<file path="src/rtl/uart_pkg.sv">
// Shared types, constants and helpers for the UART receive path.
package uart_pkg;

    localparam int unsigned DATA_BITS = 8;

    localparam logic PAR_EVEN = 1'b0;
    localparam logic PAR_ODD  = 1'b1;

    typedef enum logic [2:0] {
        IDLE,
        START,
        DATA,
        PARITY,
        STOP,
        WAIT_IDLE
    } rx_state_t;

    // Rounded clock-to-baud ratio.
    function automatic int unsigned clks_per_bit(input int unsigned clk_freq,
                                                 input int unsigned baud_rate);
        return (clk_freq + baud_rate / 2) / baud_rate;
    endfunction

endpackage

</file>
<file path="src/rtl/uart_rx_sync.sv">
// Two-flop synchroniser for the raw serial line plus a 3-sample history
// giving falling-edge detect and a majority vote.
module uart_rx_sync (
    input  logic aclk_i,
    input  logic aresetn_i,
    input  logic rx_i,
    output logic rxs_o,
    output logic fall_edge_c_o,
    output logic vote_c_o
);

    logic       meta_q;
    logic       rxs_q;
    logic [1:0] hist_q;

    // Flops reset to the idle-high line level so reset release is not an edge.
    always_ff @(posedge aclk_i or negedge aresetn_i) begin
        if (!aresetn_i) begin
            meta_q <= 1'b1;
            rxs_q  <= 1'b1;
            hist_q <= 2'b11;
        end else begin
            meta_q <= rx_i;
            rxs_q  <= meta_q;
            hist_q <= {hist_q[0], rxs_q};
        end
    end

    assign rxs_o         = rxs_q;
    assign fall_edge_c_o = hist_q[0] & ~rxs_q;
    assign vote_c_o      = (rxs_q & hist_q[0]) | (rxs_q & hist_q[1]) | (hist_q[0] & hist_q[1]);

endmodule

</file>
<file path="src/rtl/uart_rx_core.sv">
// UART receive engine: start-bit validation, mid-bit majority sampling,
// optional parity, stop check and a one-entry valid/ready holding register.
module uart_rx_core
    import uart_pkg::*;
#(
    parameter int unsigned CLK_FREQ   = 10_000_000,
    parameter int unsigned BAUD_RATE  = 115_200,
    parameter bit          PARITY_EN  = 1'b0,
    parameter bit          PARITY_ODD = 1'b0
) (
    input  logic                 aclk,
    input  logic                 aresetn,
    input  logic                 uart_rx,
    output logic [DATA_BITS-1:0] rx_data,
    output logic                 rx_valid,
    input  logic                 rx_ready,
    output logic                 err_frame,
    output logic                 err_parity,
    output logic                 err_overrun,
    output logic                 rx_break,
    output logic                 rx_busy
);

    localparam int unsigned CLKS_PER_BIT = clks_per_bit(CLK_FREQ, BAUD_RATE);
    localparam int unsigned HALF_BIT     = CLKS_PER_BIT / 2;
    localparam int unsigned CNT_W        = $clog2(CLKS_PER_BIT);
    localparam int unsigned IDX_W        = $clog2(DATA_BITS + 1);

    localparam logic [CNT_W-1:0] CNT_HALF   = CNT_W'(HALF_BIT);
    localparam logic [CNT_W-1:0] CNT_SAMPLE = CNT_W'(HALF_BIT + 1);
    localparam logic [CNT_W-1:0] CNT_LAST   = CNT_W'(CLKS_PER_BIT - 1);

    logic rxs;
    logic fall_edge_c;
    logic vote_c;

    uart_rx_sync u_sync (
        .aclk_i        (aclk),
        .aresetn_i     (aresetn),
        .rx_i          (uart_rx),
        .rxs_o         (rxs),
        .fall_edge_c_o (fall_edge_c),
        .vote_c_o      (vote_c)
    );

    rx_state_t            state_q, state_d;
    logic [CNT_W-1:0]     cnt_q, cnt_d;
    logic [IDX_W-1:0]     bit_idx_q, bit_idx_d;
    logic [DATA_BITS-1:0] shift_q, shift_d;
    logic                 par_bit_q, par_bit_d;
    logic [DATA_BITS-1:0] data_q, data_d;
    logic                 valid_q, valid_d;
    logic                 frame_q, frame_d;
    logic                 parity_q, parity_d;
    logic                 overrun_q, overrun_d;
    logic                 break_q, break_d;
    logic                 busy_q, busy_d;
    logic                 deliver_c;
    logic                 par_ok_c;

    assign par_ok_c = !PARITY_EN
                   || (par_bit_q == (^shift_q ^ (PARITY_ODD ? PAR_ODD : PAR_EVEN)));

    always_ff @(posedge aclk or negedge aresetn) begin
        if (!aresetn) begin
            state_q   <= IDLE;
            cnt_q     <= '0;
            bit_idx_q <= '0;
            shift_q   <= '0;
            par_bit_q <= 1'b0;
            data_q    <= '0;
            valid_q   <= 1'b0;
            frame_q   <= 1'b0;
            parity_q  <= 1'b0;
            overrun_q <= 1'b0;
            break_q   <= 1'b0;
            busy_q    <= 1'b0;
        end else begin
            state_q   <= state_d;
            cnt_q     <= cnt_d;
            bit_idx_q <= bit_idx_d;
            shift_q   <= shift_d;
            par_bit_q <= par_bit_d;
            data_q    <= data_d;
            valid_q   <= valid_d;
            frame_q   <= frame_d;
            parity_q  <= parity_d;
            overrun_q <= overrun_d;
            break_q   <= break_d;
            busy_q    <= busy_d;
        end
    end

    // Bit-period counting is aligned to bit boundaries: START runs a full bit
    // (glitch check at its middle), so later decisions at CNT_SAMPLE are mid-bit.
    always_comb begin
        state_d   = state_q;
        cnt_d     = cnt_q + CNT_W'(1);
        bit_idx_d = bit_idx_q;
        shift_d   = shift_q;
        par_bit_d = par_bit_q;
        data_d    = data_q;
        valid_d   = valid_q & ~rx_ready;
        frame_d   = 1'b0;
        parity_d  = 1'b0;
        overrun_d = 1'b0;
        break_d   = 1'b0;
        deliver_c = 1'b0;

        case (state_q)
            IDLE: begin
                cnt_d     = '0;
                bit_idx_d = '0;
                if (fall_edge_c) begin
                    state_d = START;
                end
            end
            START: begin
                if (cnt_q == CNT_HALF && rxs) begin
                    state_d = IDLE;
                    cnt_d   = '0;
                end else if (cnt_q == CNT_LAST) begin
                    state_d = DATA;
                    cnt_d   = '0;
                end
            end
            DATA: begin
                if (cnt_q == CNT_SAMPLE) begin
                    shift_d   = {vote_c, shift_q[DATA_BITS-1:1]};
                    bit_idx_d = bit_idx_q + IDX_W'(1);
                end
                if (cnt_q == CNT_LAST) begin
                    cnt_d = '0;
                    if (bit_idx_q == IDX_W'(DATA_BITS)) begin
                        state_d = PARITY_EN ? PARITY : STOP;
                    end
                end
            end
            PARITY: begin
                if (cnt_q == CNT_SAMPLE) begin
                    par_bit_d = vote_c;
                end
                if (cnt_q == CNT_LAST) begin
                    state_d = STOP;
                    cnt_d   = '0;
                end
            end
            STOP: begin
                // Resolve at mid stop bit so a following start bit is not missed.
                if (cnt_q == CNT_SAMPLE) begin
                    cnt_d = '0;
                    if (vote_c) begin
                        state_d = IDLE;
                        if (par_ok_c) begin
                            deliver_c = 1'b1;
                        end else begin
                            parity_d = 1'b1;
                        end
                    end else begin
                        state_d = WAIT_IDLE;
                        if (shift_q == '0 && !(PARITY_EN && par_bit_q)) begin
                            break_d = 1'b1;
                        end else begin
                            frame_d = 1'b1;
                        end
                    end
                end
            end
            WAIT_IDLE: begin
                cnt_d = '0;
                if (rxs) begin
                    state_d = IDLE;
                end
            end
            default: begin
                state_d = IDLE;
                cnt_d   = '0;
            end
        endcase

        // A same-cycle accept frees the holding register for the new byte.
        if (deliver_c) begin
            if (valid_q && !rx_ready) begin
                overrun_d = 1'b1;
            end else begin
                data_d  = shift_q;
                valid_d = 1'b1;
            end
        end

        busy_d = (state_d != IDLE);
    end

    assign rx_data     = data_q;
    assign rx_valid    = valid_q;
    assign err_frame   = frame_q;
    assign err_parity  = parity_q;
    assign err_overrun = overrun_q;
    assign rx_break    = break_q;
    assign rx_busy     = busy_q;

endmodule
</file>
<file path="config.mk">
export PLATFORM = sky130hd
export DESIGN_NAME = uart_rx_core
export DESIGN_NICKNAME = d
export VERILOG_FILES = /design/src/rtl/uart_pkg.sv /design/src/rtl/uart_rx_sync.sv /design/src/rtl/uart_rx_core.sv
export SDC_FILE = /design/constraint.sdc
export NUM_CORES = 1
export LEC_CHECK = 0
export ABC_AREA = 0
export BUFFER_PORTS_ARGS = -buffer_cell sky130_fd_sc_hd__buf_2
export CORE_MARGIN = 8
export CORE_UTILIZATION = 45
export CTS_CLUSTER_DIAMETER = 100
export DETAILED_ROUTE_END_ITERATION = 6
export GPL_TIMING_DRIVEN = 0
export PLACE_DENSITY = 0.68
export SLEW_MARGIN = 20
export SYNTH_ARGS = -nofsm -noshare
export SYNTH_HDL_FRONTEND = slang
export SYNTH_SLANG_ARGS = --single-unit
</file>
<file path="constraint.sdc">
create_clock -name aclk -period 3.7 [get_ports aclk]
set_clock_uncertainty 0.2 [all_clocks]
set_input_delay 0.925 -clock aclk [delete_from_list [all_inputs] [get_ports aclk]]
set_output_delay 0.925 -clock aclk [all_outputs]
set_load 0.005 [all_outputs]
</file>
# [After elaboration in Yosys (flattened, before gate mapping)]
# Cells that the tools add are included.
[classes] addsub=2 eq_ne=10 n_mux=31 n_bitwise=10 n_reduce_logical=11
[ops] op="$mux 3" n=9
[ops] op="$mux 7" n=3
[ops] op="$pmux 7 s3" n=1
[ops] op="$pmux 3 s6" n=1
[ops] op="$mux 1" n=15
[ops] op="$eq 7x6->1 const B" n=2
[ops] op="$logic_not 8->1" n=1
[ops] op="$pmux 4 s2" n=1
[ops] op="$add 7x1->7 const B" n=1
[ops] op="$eq 7x7->1 const B" n=1
[ops] op="$eq 3x2->1 const B" n=2
[ops] op="$eq 3x3->1 const B" n=2
[ops] op="$reduce_and 2->1" n=3
[ops] op="$and 1x1->1" n=5
[ops] op="$add 4x1->4 const B" n=1
[ops] op="$eq 4x4->1 const B" n=1
[ops] op="$mux 4" n=1
[ops] op="$eq 3x1->1 const B" n=1
[ops] op="$logic_not 3->1" n=1
[ops] op="$not 1->1" n=3
[ops] op="$reduce_bool 3->1" n=1
[ops] op="$logic_and 1x1->1" n=2
[ops] op="$ne 2x2->1 const B" n=1
[ops] op="$or 1x1->1" n=2
[ops] op="3 further kinds" n=3
[word_totals] regBits=39 wordCells=77

# [Logic depth before layout (Yosys ltp)]
# Gate-level depths: netlist (run 1).
[depth] word_depth=7 ltp_mapped=7

# [Hierarchy]
# A second synthesis (run 1) with hierarchy kept.
[hier_totals] cells_unflattened=145 hier_area_um2=1783.0
[modules_own_cells] module="uart_rx_core" instances=1 cells_per_inst=139 area_each_um2=1660.3 seq_area_each_um2=875.8
[modules_own_cells] module="uart_rx_sync" instances=1 cells_per_inst=6 area_each_um2=122.6 seq_area_each_um2=105.1

# [Worst setup path after synthesis (run 1)]
# No wires, ideal clock.
[synth_path] path_type="input -> register" start="input port rx_ready" end="register data_q[0] (netlist: rx_data[0])" setup_ns=0.125 t_arrival_ns=1.640 required_time_ns=3.375 path_slack_ns=1.735 stages=4 path_buffers=1 path_cell_list="nand2b_1 -> nor2b_2 -> buf_6 -> mux2_4"
[synth_between] elab_chain_len=4
[synth_lines] item="from (decl)" line_no="uart_rx_core.sv:16" source="input logic rx_ready,"
[synth_lines] item="$logic_not 1->1" line_no="uart_rx_core.sv:183" source="if (valid_q && !rx_ready) begin"
[synth_lines] item="$logic_and 1x1->1" line_no="uart_rx_core.sv:183"
[synth_lines] item="$not 1->1 (no source line)"
[synth_lines] item="$reduce_and 2->1 (no source line)"
[synth_lines] item="to (signal assigned)" line_no="uart_rx_core.sv:84" source="data_q <= data_d;"
[synth_lines] item="to (decl)" line_no="uart_rx_core.sv:51" source="logic [DATA_BITS-1:0] data_q, data_d;"
# Every way passes these cells.
# A chain may end at the register's enable or synchronous reset.

# [Final worst setup path (run 1)]
[layout_path] start="register state_q[1]" end="register data_q[5] (netlist: rx_data[5])"
[layout_between] elab_chain_len=3
[layout_lines] item="from (decl)" line_no="uart_rx_core.sv:46" source="rx_state_t state_q, state_d;"
[layout_lines] item="from (signal assigned)" line_no="uart_rx_core.sv:79" source="state_q <= state_d;"
[layout_lines] item="$eq 3x3->1" line_no="uart_rx_core.sv:110" source="case (state_q)"
[layout_lines] item="$mux 1" line_no="uart_rx_core.sv:110"
[layout_lines] item="$reduce_and 2->1 (no source line)"
# Every way passes these cells.

==> impl_metrics.csv, run 1 <==
group,metric,value,unit
global_routing,grt-ovfl-total,0,
global_routing,first_global_vias,1146,
cells_and_area,drive_gt1_frac,0.356,
die,ios,18,
global_routing,grt_antenna_before_repair,0,
critical_path,slowest_delay,400,ps
clock_network,h-tree-depth,2,
critical_path,crit_required,3690,ps
placed_design,portBuffers,16,
sta,relSlewSlack,0.451,
clock_network,cts.clk_slew.worst_paths,80,ps
clock_network,postCtsSetupBuffers,0,
route,wire_per_inst,14.4,µm
synthesis,syn_inst,150,
synthesis,synth-edff-count,0,
cells_and_area,syn_to_final_growth,12.6,%
cells_and_area,nets,182,
die,die_w,80.0,µm
route,drt-vias-per-instance,5.22,
cells_and_area,fillers,367,
route,drt_wl_total,3230,µm
die,fp-row-count,23,
synthesis,ys_types,45,
synthesis,syn_nets,159,
critical_path,crit_top_cell,"buf_6",
route,drt.antenna.violating_nets,0,
critical_path,critical_path_buf_inv_count,2,
sta,tightest_slew,824,ps
critical_path,reg2reg_depth,6,
route,vias,1169,
sta,hold_viol,0,
global_routing,grt_usage,0.113,
sta,slew_violations,0,
global_routing,grt_pass1_wl,5600,µm
critical_path,crit_cells,6,
sta,min_period,2030,ps
critical_path,slowest_stage,"or3b_4",
critical_path,arrival,2010,ps
clock_network,insertion_delay,300,ps
sta,hold_slack,158,ps
clock_network,cts_tree,"built",
die,dieHeight,80.0,µm
sta,finalSetupTns,0,ps
clock_network,clock_path_buffers,2,
global_routing,grt_max_degree,40,
die,die-area,0.00639,mm²
die,initial_core_util,0.463,
synthesis,synth_area_per_cell,12.3,µm²
clock_network,cts-root-buf,"clkbuf_8",
sta,max_freq,0.494,GHz
sta,setup_viol,0,
placed_design,gp_congestion,0.804,
critical_path,critPathKind,"flop to flop",
critical_path,crit_chain,"buf_6 > or3b_4 > nand4b_4 > nor2b_2 > buf_6 > mux2_4",
synthesis,ys.flop_type,"dfrtp_1",
synthesis,yosysSeqAreaShare,0.533,
power,vdd_drop_max,166,µV
route,drc,0,
sta,rsz0062_at_grt,"no",
clock_network,cts_resized,0,
route,drtIter0Drc,70,
clock_network,clkSinkCount,39,
synthesis,synthTopCellsByArea,"dfrtp_1, mux2_4, dfstp_2, mux2_2, ha_1",
synthesis,synth_top_cell_by_area,"dfrtp_1",
synthesis,netlist_area,0.00184,mm²
route,drt_pass1_iterations,4,
clock_network,ctsHoldBuffers,0,
cells_and_area,diodes,0,
synthesis,async_flop_share,1.00,
die,coreArea,0.00397,mm²
placed_design,dpl.hpwl,2290,µm
synthesis,ys_top_cells_by_count,"dfrtp_1, nor2_1, nand2_1",
clock_network,cts_buffers,5,
synthesis,synth_top_area_frac,0.476,
job,drv_cap,0,
synthesis,synth-seq-cells,39,
hold_path,worstHoldPathCells,0,
run_status,status,"finished clean",
sta,min_period_over_period,0.547,
power,power_density,435,mW/mm²
synthesis,yosysMostFrequentCell,"dfrtp_1",
synthesis,synth_warnings,0,
power,leakagePower,1.03,nW
critical_path,end_kind,"flop",
hold_path,min_path_type,"flop to flop",
critical_path,critical_path.max_fanout,10,
critical_path,start_kind,"flop",
critical_path,critical_path.top_delay_family,"simple AND/OR/NAND/NOR gates",
routing by layer:
| layer | up-vias | global-route usage | share of wire |
|---|---|---|---|
| met3 | 10 | 0.0372 | 0.054 |
| li1 | 567 | - | - |
| met2 | 29 | 0.163 | 0.45 |
| met1 | 563 | 0.142 | 0.47 |
| met5 | - | 0 | 0 |
| met4 | 0 | 0.0655 | 0.027 |
flip-flops by register name (all words and copies together) (netlist names), 2 cells and up:
name and flops:
cnt_q 7, rx_data 8, u_sync.hist_q 2, bit_idx_q 4, shift_q 8, state_q 3
power breakdown:
group | internal [W] | switching (W) | total (W) | leakage (nW)
clock network | 0.000131 | 0.000157 | 0.000288 | 0.0402
logic | 0.0000576 | 0.0000697 | 0.000127 | 0.475
registers | 0.000457 | 0.0000283 | 0.000486 | 0.517
total | 0.000646 | 0.000255 | 0.000901 | 1.03
layout by cell type (no fill, tap or decap), drive strengths merged, types with 3 or more instances in the layout:
cell	synthesis	routed
buf	7	23
clkbuf	1	6
nand4	5	5
nor2	13	13
ha	5	5
nand2	12	12
mux2	16	16
dfrtp	35	35
a21oi	3	3
xor2	4	4
inv	7	7
nand3	7	7
dfstp	4	4
path summary, 6_finish.rpt:
kind                                from  slack (ps)           end
hold / removal             u_sync.meta_q         160  u_sync.rxs_o
max in group asynchronous        aresetn        2260      cnt_q[2]
setup reg to reg              state_q[1]        1670    rx_data[5]
hold reg to reg            u_sync.meta_q         160  u_sync.rxs_o
setup / recovery              state_q[1]        1670    rx_data[5]
min in group asynchronous        aresetn         520    state_q[1]
stage by stage:
stage	area (µm²)	std cells	setup WS [ps]	utilization	total power (W)
after CTS	2070	224	1630	0.522	0.000913
after global routing	2070	224	1450	0.522	0.000952
after floorplan	1840	150	1730	-	0.000585
after global placement	1980	216	1600	0.499	0.000617
final	2070	224	1670	0.522	0.000901
after detailed placement	1980	216	1580	0.499	0.000622
cell families after synthesis:
| kind of cell | synth area share |
|---|---|
| adders and majority gates | 0.0394 |
| xor gates and xnor gates | 0.0286 |
| AOI/OAI and AO/OA | 0.0367 |
| and+or+nand+nor | 0.185 |
| muxes | 0.120 |
| other | 0.00204 |
| buffers and inverters | 0.0557 |
| DFF | 0.533 |
final cells by class:
cell class	count	area, µm²	share of cell area
Buffer	8	76.3	0.0368
Clock buffer	5	68.8	0.0332
Clock inverter	3	20.0	0.00966
Inverter	7	26.3	0.0127
Multi-Input combinational cell	96	757	0.365
Sequential cell	39	981	0.473
Tap cell	50	62.6	0.0302
Timing Repair Buffer	16	80.1	0.0386
No activity file was read; power rests on OpenSTA's default activity.
==> run 2: changes to the inputs <==
==> constraint.sdc (replaced) <==
create_clock -name aclk -period 2 [get_ports aclk]
set_clock_uncertainty 0.2 [all_clocks]
set_input_delay 0.5 -clock aclk [delete_from_list [all_inputs] [get_ports aclk]]
set_output_delay 0.5 -clock aclk [all_outputs]
set_load 0.005 [all_outputs]
==> run 2 against run 1 <==
  * Global-route usage grew 0.47 points
  * Via count shrank 0.43%
  * Combinational power grew 120%
  * Critical path type unchanged
  * Power grew 90%
  * Largest cell class unchanged
==> impl_metrics.csv, run 2 (synthesized netlist as in run 1, its figures left out) <==
group,metric,value,unit
sta,hold_slack,96.4,ps
clock_network,ctsHoldBuffers,0,
critical_path,r2r-end,"rx_data[5]",
run_status,status,"finished clean",
critical_path,critPathKind,"flop to flop",
critical_path,arrival,1980,ps
power,power_density,798,mW/mm²
global_routing,grt_antenna_before_repair,0,
clock_network,h-tree-depth,2,
cells_and_area,seqCellArea,981,µm²
cells_and_area,syn_to_final_growth,16.5,%
clock_network,clkSinkCount,39,
global_routing,grt_max_degree,40,
sta,tightest_slew,828,ps
clock_network,cts.clk_slew.worst_paths,80,ps
clock_network,cts_tree,"built",
placed_design,postPlaceCellArea,0.00198,mm²
critical_path,crit_required,1990,ps
die,coreArea,0.00397,mm²
power,p_sw,0.000483,W
critical_path,reg2reg_slack,10,ps
route,drt.antenna.violating_nets,0,
cells_and_area,stdcell_area,0.00214,mm²
critical_path,start_kind,"flop",
clock_network,cts-root-buf,"clkbuf_8",
die,dieHeight,80.0,µm
cells_and_area,final_common_cell,"dfrtp_1",
route,drt_pass1_iterations,4,
sta,min_period_over_period,0.994,
power,p_sw_frac,0.283,
critical_path,crit_chain,"clkbuf_8 > or3b_4 > nand4b_4 > nor2b_2 > buf_6 > mux2_4",
sta,hold_viol,0,
die,die_w,80.0,µm
clock_network,cts_buffers,5,
cells_and_area,multiInputGateArea,781,µm²
route,drc,0,
die,initial_core_util,0.463,
cells_and_area,drive_gt1_frac,0.400,
power,p_int,0.00123,W
critical_path,end_kind,"flop",
power,leakagePower,1.06,nW
cells_and_area,final_cell_mix,"dfrtp_1, buf_2, nor2_1",
cells_and_area,fillers,364,
cells_and_area,diodes,0,
route,wire_per_inst,14.5,µm
cells_and_area,nets,188,
sta,slew_violations,0,
sta,relSlewSlack,0.448,
hold_path,min_path_type,"primary input to async pin",
clock_network,clock_path_buffers,2,
clock_network,insertion_delay,300,ps
sta,rsz0062_at_grt,"yes",
job,drv_cap,0,
sta,max_freq,0.503,GHz
critical_path,reg2reg_depth,6,
power,p_clk_frac,0.311,
global_routing,first_global_vias,1177,
die,ios,18,
critical_path,slowest_stage,"dfrtp_1",
critical_path,critical_path.max_fanout,8,
die,die-area,0.00639,mm²
sta,min_period,1990,ps
cells_and_area,final_util,0.540,
route,drtIter0Drc,97,
global_routing,grt-ovfl-total,0,
power,p_seq_frac,0.525,
global_routing,grt_usage,0.117,
route,drt-vias-per-instance,5.06,
placed_design,place_ws,-66.9,ps
placed_design,portBuffers,16,
sta,fin_ws,12.8,ps
power,pwr-share-comb,0.164,
power,vdd_drop_max,351,µV
critical_path,slowest_delay,370,ps
placed_design,gp_congestion,0.804,
sta,finalSetupTns,0,ps
die,fp-row-count,23,
global_routing,grt_pass1_wl,5840,µm
route,vias,1164,
critical_path,rr_startpoint,"state_q[0]",
placed_design,dpl.hpwl,2290,µm
sta,setup_viol,0,
route,drt_wl_total,3330,µm
[run 2: worst max-delay path by stage]
stage	from	end	depth (start not counted)
floorplan	state_q[1]	rx_data[0]	6
global placement	cnt_q[0]	cnt_q[3]	5
detailed placement	cnt_q[1]	cnt_q[6]	5
CTS	state_q[1]	rx_data[5]	6
global route	cnt_q[1]	rx_data[5]	7
finish	state_q[0]	rx_data[5]	6
[run 2: cell type report]
cell class	instances	area share
flip-flops and latches	39	0.458
clock buffers	5	0.0321
repair buffers	22	0.0584
well taps	50	0.0292
plain buffers	8	0.0368
clock inverters	3	0.00934
inverters	7	0.0123
multi-input cells	96	0.364
[run 2: stage by stage]
step	power (W)	std cells
after floorplan	0.00108	150
after global placement	0.00114	216
after detailed placement	0.00115	216
after CTS	0.00172	230
after global routing	0.00180	230
final	0.00171	230
[run 2: power by group through the flow]
stage               clock [W]  combinational, W  sequential, W
floorplan                   0          0.000180       0.000902
global placement            0          0.000230       0.000911
detailed placement          0          0.000237       0.000914
CTS                  0.000551          0.000276       0.000896
global route         0.000580          0.000320       0.000904
finish               0.000532          0.000280       0.000897
[run 2: per-layer routing]
metal,vias up,global-route usage,part of all wire
met5,-,0,0
met4,0,0.0655,0.024
met3,7,0.0372,0.050
met2,20,0.169,0.45
met1,559,0.151,0.48
li1,578,-,-
[run 2: worst max-delay path: cells and delay by family (launching register included)]
family,cells,cell delay [ps]
buffers and inverters,2,310
flip-flops,1,370
multiplexers,1,310
AND/OR/NAND/NOR,3,680
[run 2: repair_timing]
action                                  CTS  global route
gates resized for setup                   1             6
cloned                                    0             0
pin swaps                                 0             0
endpoints found under the setup margin   15            23
hold endpoints to repair                  0             0
setup buffers                             6             0
==> run 3: changes to the inputs <==
--- a/config.mk
+++ b/config.mk
@@ -7,6 +7,7 @@
 export LEC_CHECK = 0
 export ABC_AREA = 0
 export BUFFER_PORTS_ARGS = -buffer_cell sky130_fd_sc_hd__buf_2
+export CORE_ASPECT_RATIO = 1.25
 export CORE_MARGIN = 8
 export CORE_UTILIZATION = 45
 export CTS_CLUSTER_DIAMETER = 100
==> run 3 against run 2 <==
  * The run now ends with negative setup slack left
  * Largest cell class unchanged
  * Critical path depth stayed put
  * Critical endpoint is now rx_data[2]
  * Non-clock buffer count is 1 higher
  * Power is 3.8% higher
  * Register-to-register slack worse by 20 ps
  * Combinational power is 5% higher
  * First-iteration DRC count is 69% lower
  * Highest routed layer unchanged
  * Via count is 2.4% higher
  * Clock-buffer cell count is 3 higher
==> impl_metrics.csv, run 3 (synthesized netlist as in run 1, its figures left out) <==
group,metric,value,unit
run_status,status,"complete, but fails checks",
run_status,violations,"negative setup slack",
power,vdd_drop_max,481,µV
critical_path,arrival,1980,ps
sta,fin_ws,-6.65,ps
route,drt_wl_total,3470,µm
power,p_seq_frac,0.510,
cells_and_area,fillers,349,
power,p_sw_frac,0.267,
global_routing,grt_pass1_wl,6130,µm
critical_path,r2r-end,"rx_data[2]",
route,drt.antenna.violating_nets,0,
global_routing,first_global_vias,1349,
power,leakagePower,1.08,nW
sta,relSlewSlack,0.441,
critical_path,reg2reg_depth,6,
power,p_sw,0.000474,W
placed_design,dpl.hpwl,2420,µm
job,drv_cap,0,
route,vias,1192,
clock_network,cts_buffers,5,
power,total_power,0.00177,W
die,initial_core_util,0.460,
clock_network,cts-root-buf,"clkbuf_8",
sta,rsz0062_at_grt,"yes",
placed_design,portBuffers,16,
die,ios,18,
critical_path,critPathKind,"flop to flop",
placed_design,gp_congestion,0.827,
cells_and_area,diodes,0,
route,wire_per_inst,14.6,µm
cells_and_area,final_common_cell,"dfrtp_1",
sta,max_freq,0.498,GHz
route,drtIter0Drc,30,
die,die_w,73.2,µm
cells_and_area,final_cell_mix,"dfrtp_1, buf_2, nor2_1",
sta,hold_viol,0,
power,pwr-share-comb,0.166,
sta,tightest_slew,838,ps
cells_and_area,nets,189,
power,p_clk_frac,0.323,
route,drt-vias-per-instance,5.03,
die,dieHeight,87.5,µm
critical_path,crit_required,1970,ps
route,drc,0,
global_routing,grt-ovfl-total,0,
sta,finalSetupTns,-23.5,ps
global_routing,grt_usage,0.124,
route,drt_pass1_iterations,2,
power,power_density,815,mW/mm²
sta,setup_viol,6,
cells_and_area,syn_to_final_growth,18.2,%
power,p_int,0.00130,W
critical_path,critical_path.max_fanout,8,
critical_path,start_kind,"flop",
sta,slew_violations,0,
die,die-area,0.00641,mm²
clock_network,cts.clk_slew.worst_paths,80,ps
cells_and_area,drive_gt1_frac,0.403,
clock_network,insertion_delay,290,ps
die,fp-row-count,26,
hold_path,min_path_type,"primary input to async pin",
clock_network,clock_path_buffers,2,
clock_network,clkSinkCount,39,
clock_network,cts_tree,"built",
die,coreArea,0.00400,mm²
clock_network,h-tree-depth,2,
sta,min_period,2010,ps
global_routing,grt_max_degree,40,
sta,min_period_over_period,1.00,
critical_path,end_kind,"flop",
global_routing,grt_antenna_before_repair,0,
cells_and_area,final_util,0.544,
critical_path,rr_startpoint,"state_q[0]",
critical_path,reg2reg_slack,-7,ps
[run 3: cell count changes in the layout (fill, tap and decap cells not counted), sizes merged]
cell and change:
clkinvlp -2, clkinv -1, buf +1, clkbuf +3
[run 3: power by group through the flow]
stage                     clock, W  sequential (W)  combinational (W)
after floorplan                  0        0.000902           0.000180
after global placement           0        0.000913           0.000231
after detailed placement         0        0.000918           0.000238
after CTS                 0.000592        0.000902           0.000274
after global routing      0.000621        0.000911           0.000332
final                     0.000574        0.000906           0.000295
[run 3: worst max-delay path: stages (launching register included)]
cell and delay, ps:
dfrtp_1 370, clkbuf_8 130, or3b_4 400, nand4b_4 180, nor2b_2 140, buf_6 170
mux2_4 310
[run 3: worst max path at each step]
stage                     slack, ps  startpoint  cells past startpoint          to
after global placement         -100    cnt_q[0]                      5    cnt_q[6]
final                            -7  state_q[0]                      6  rx_data[2]
after floorplan                  60  state_q[1]                      6  rx_data[0]
after global routing            -80    cnt_q[1]                      7  rx_data[3]
after detailed placement       -210    cnt_q[0]                      5    cnt_q[3]
after CTS                        -9  state_q[0]                      6  rx_data[3]
[run 3: final cells by class]
cell class	count	area (µm²)	share of cell area
sequential	39	981	0.451
timing repair buffer	23	133	0.0610
multi-input combinational	96	790	0.363
inverter	7	26.3	0.0121
tap	56	70.1	0.0322
clock buffer	8	100	0.0460
buffer	8	76.3	0.0351
[run 3: per-stage QoR]
stage / area, µm² / std cells / hold WS [ps] / setup slack (ps)
after global placement: 1990 / 222 / 145 / -103
after global routing: 2180 / 237 / 90.4 / -84.8
after floorplan: 1840 / 150 / 4.41 / 57.3
after detailed placement: 1990 / 222 / 147 / -207
after CTS: 2150 / 236 / 98.9 / -8.58
final: 2180 / 237 / 107 / -6.65
[run 3: routing by layer]
| metal | track usage | vias up | routed length [µm] |
|---|---|---|---|
| li1 | - | 576 | - |
| met1 | 0.126 | 592 | 1470 |
| met2 | 0.223 | 18 | 1820 |
| met3 | 0.0380 | 6 | 113 |
| met4 | 0.0602 | 0 | 68 |
| met5 | 0 | - | 0 |
[run 3: timing repair]
action / CTS / global route
endpoints found under the setup margin: 15 / 22
resized for setup: 3 / 4
buffers inserted: 6 / 1
pin swaps: 1 / 1
hold buffers: 0 / 0
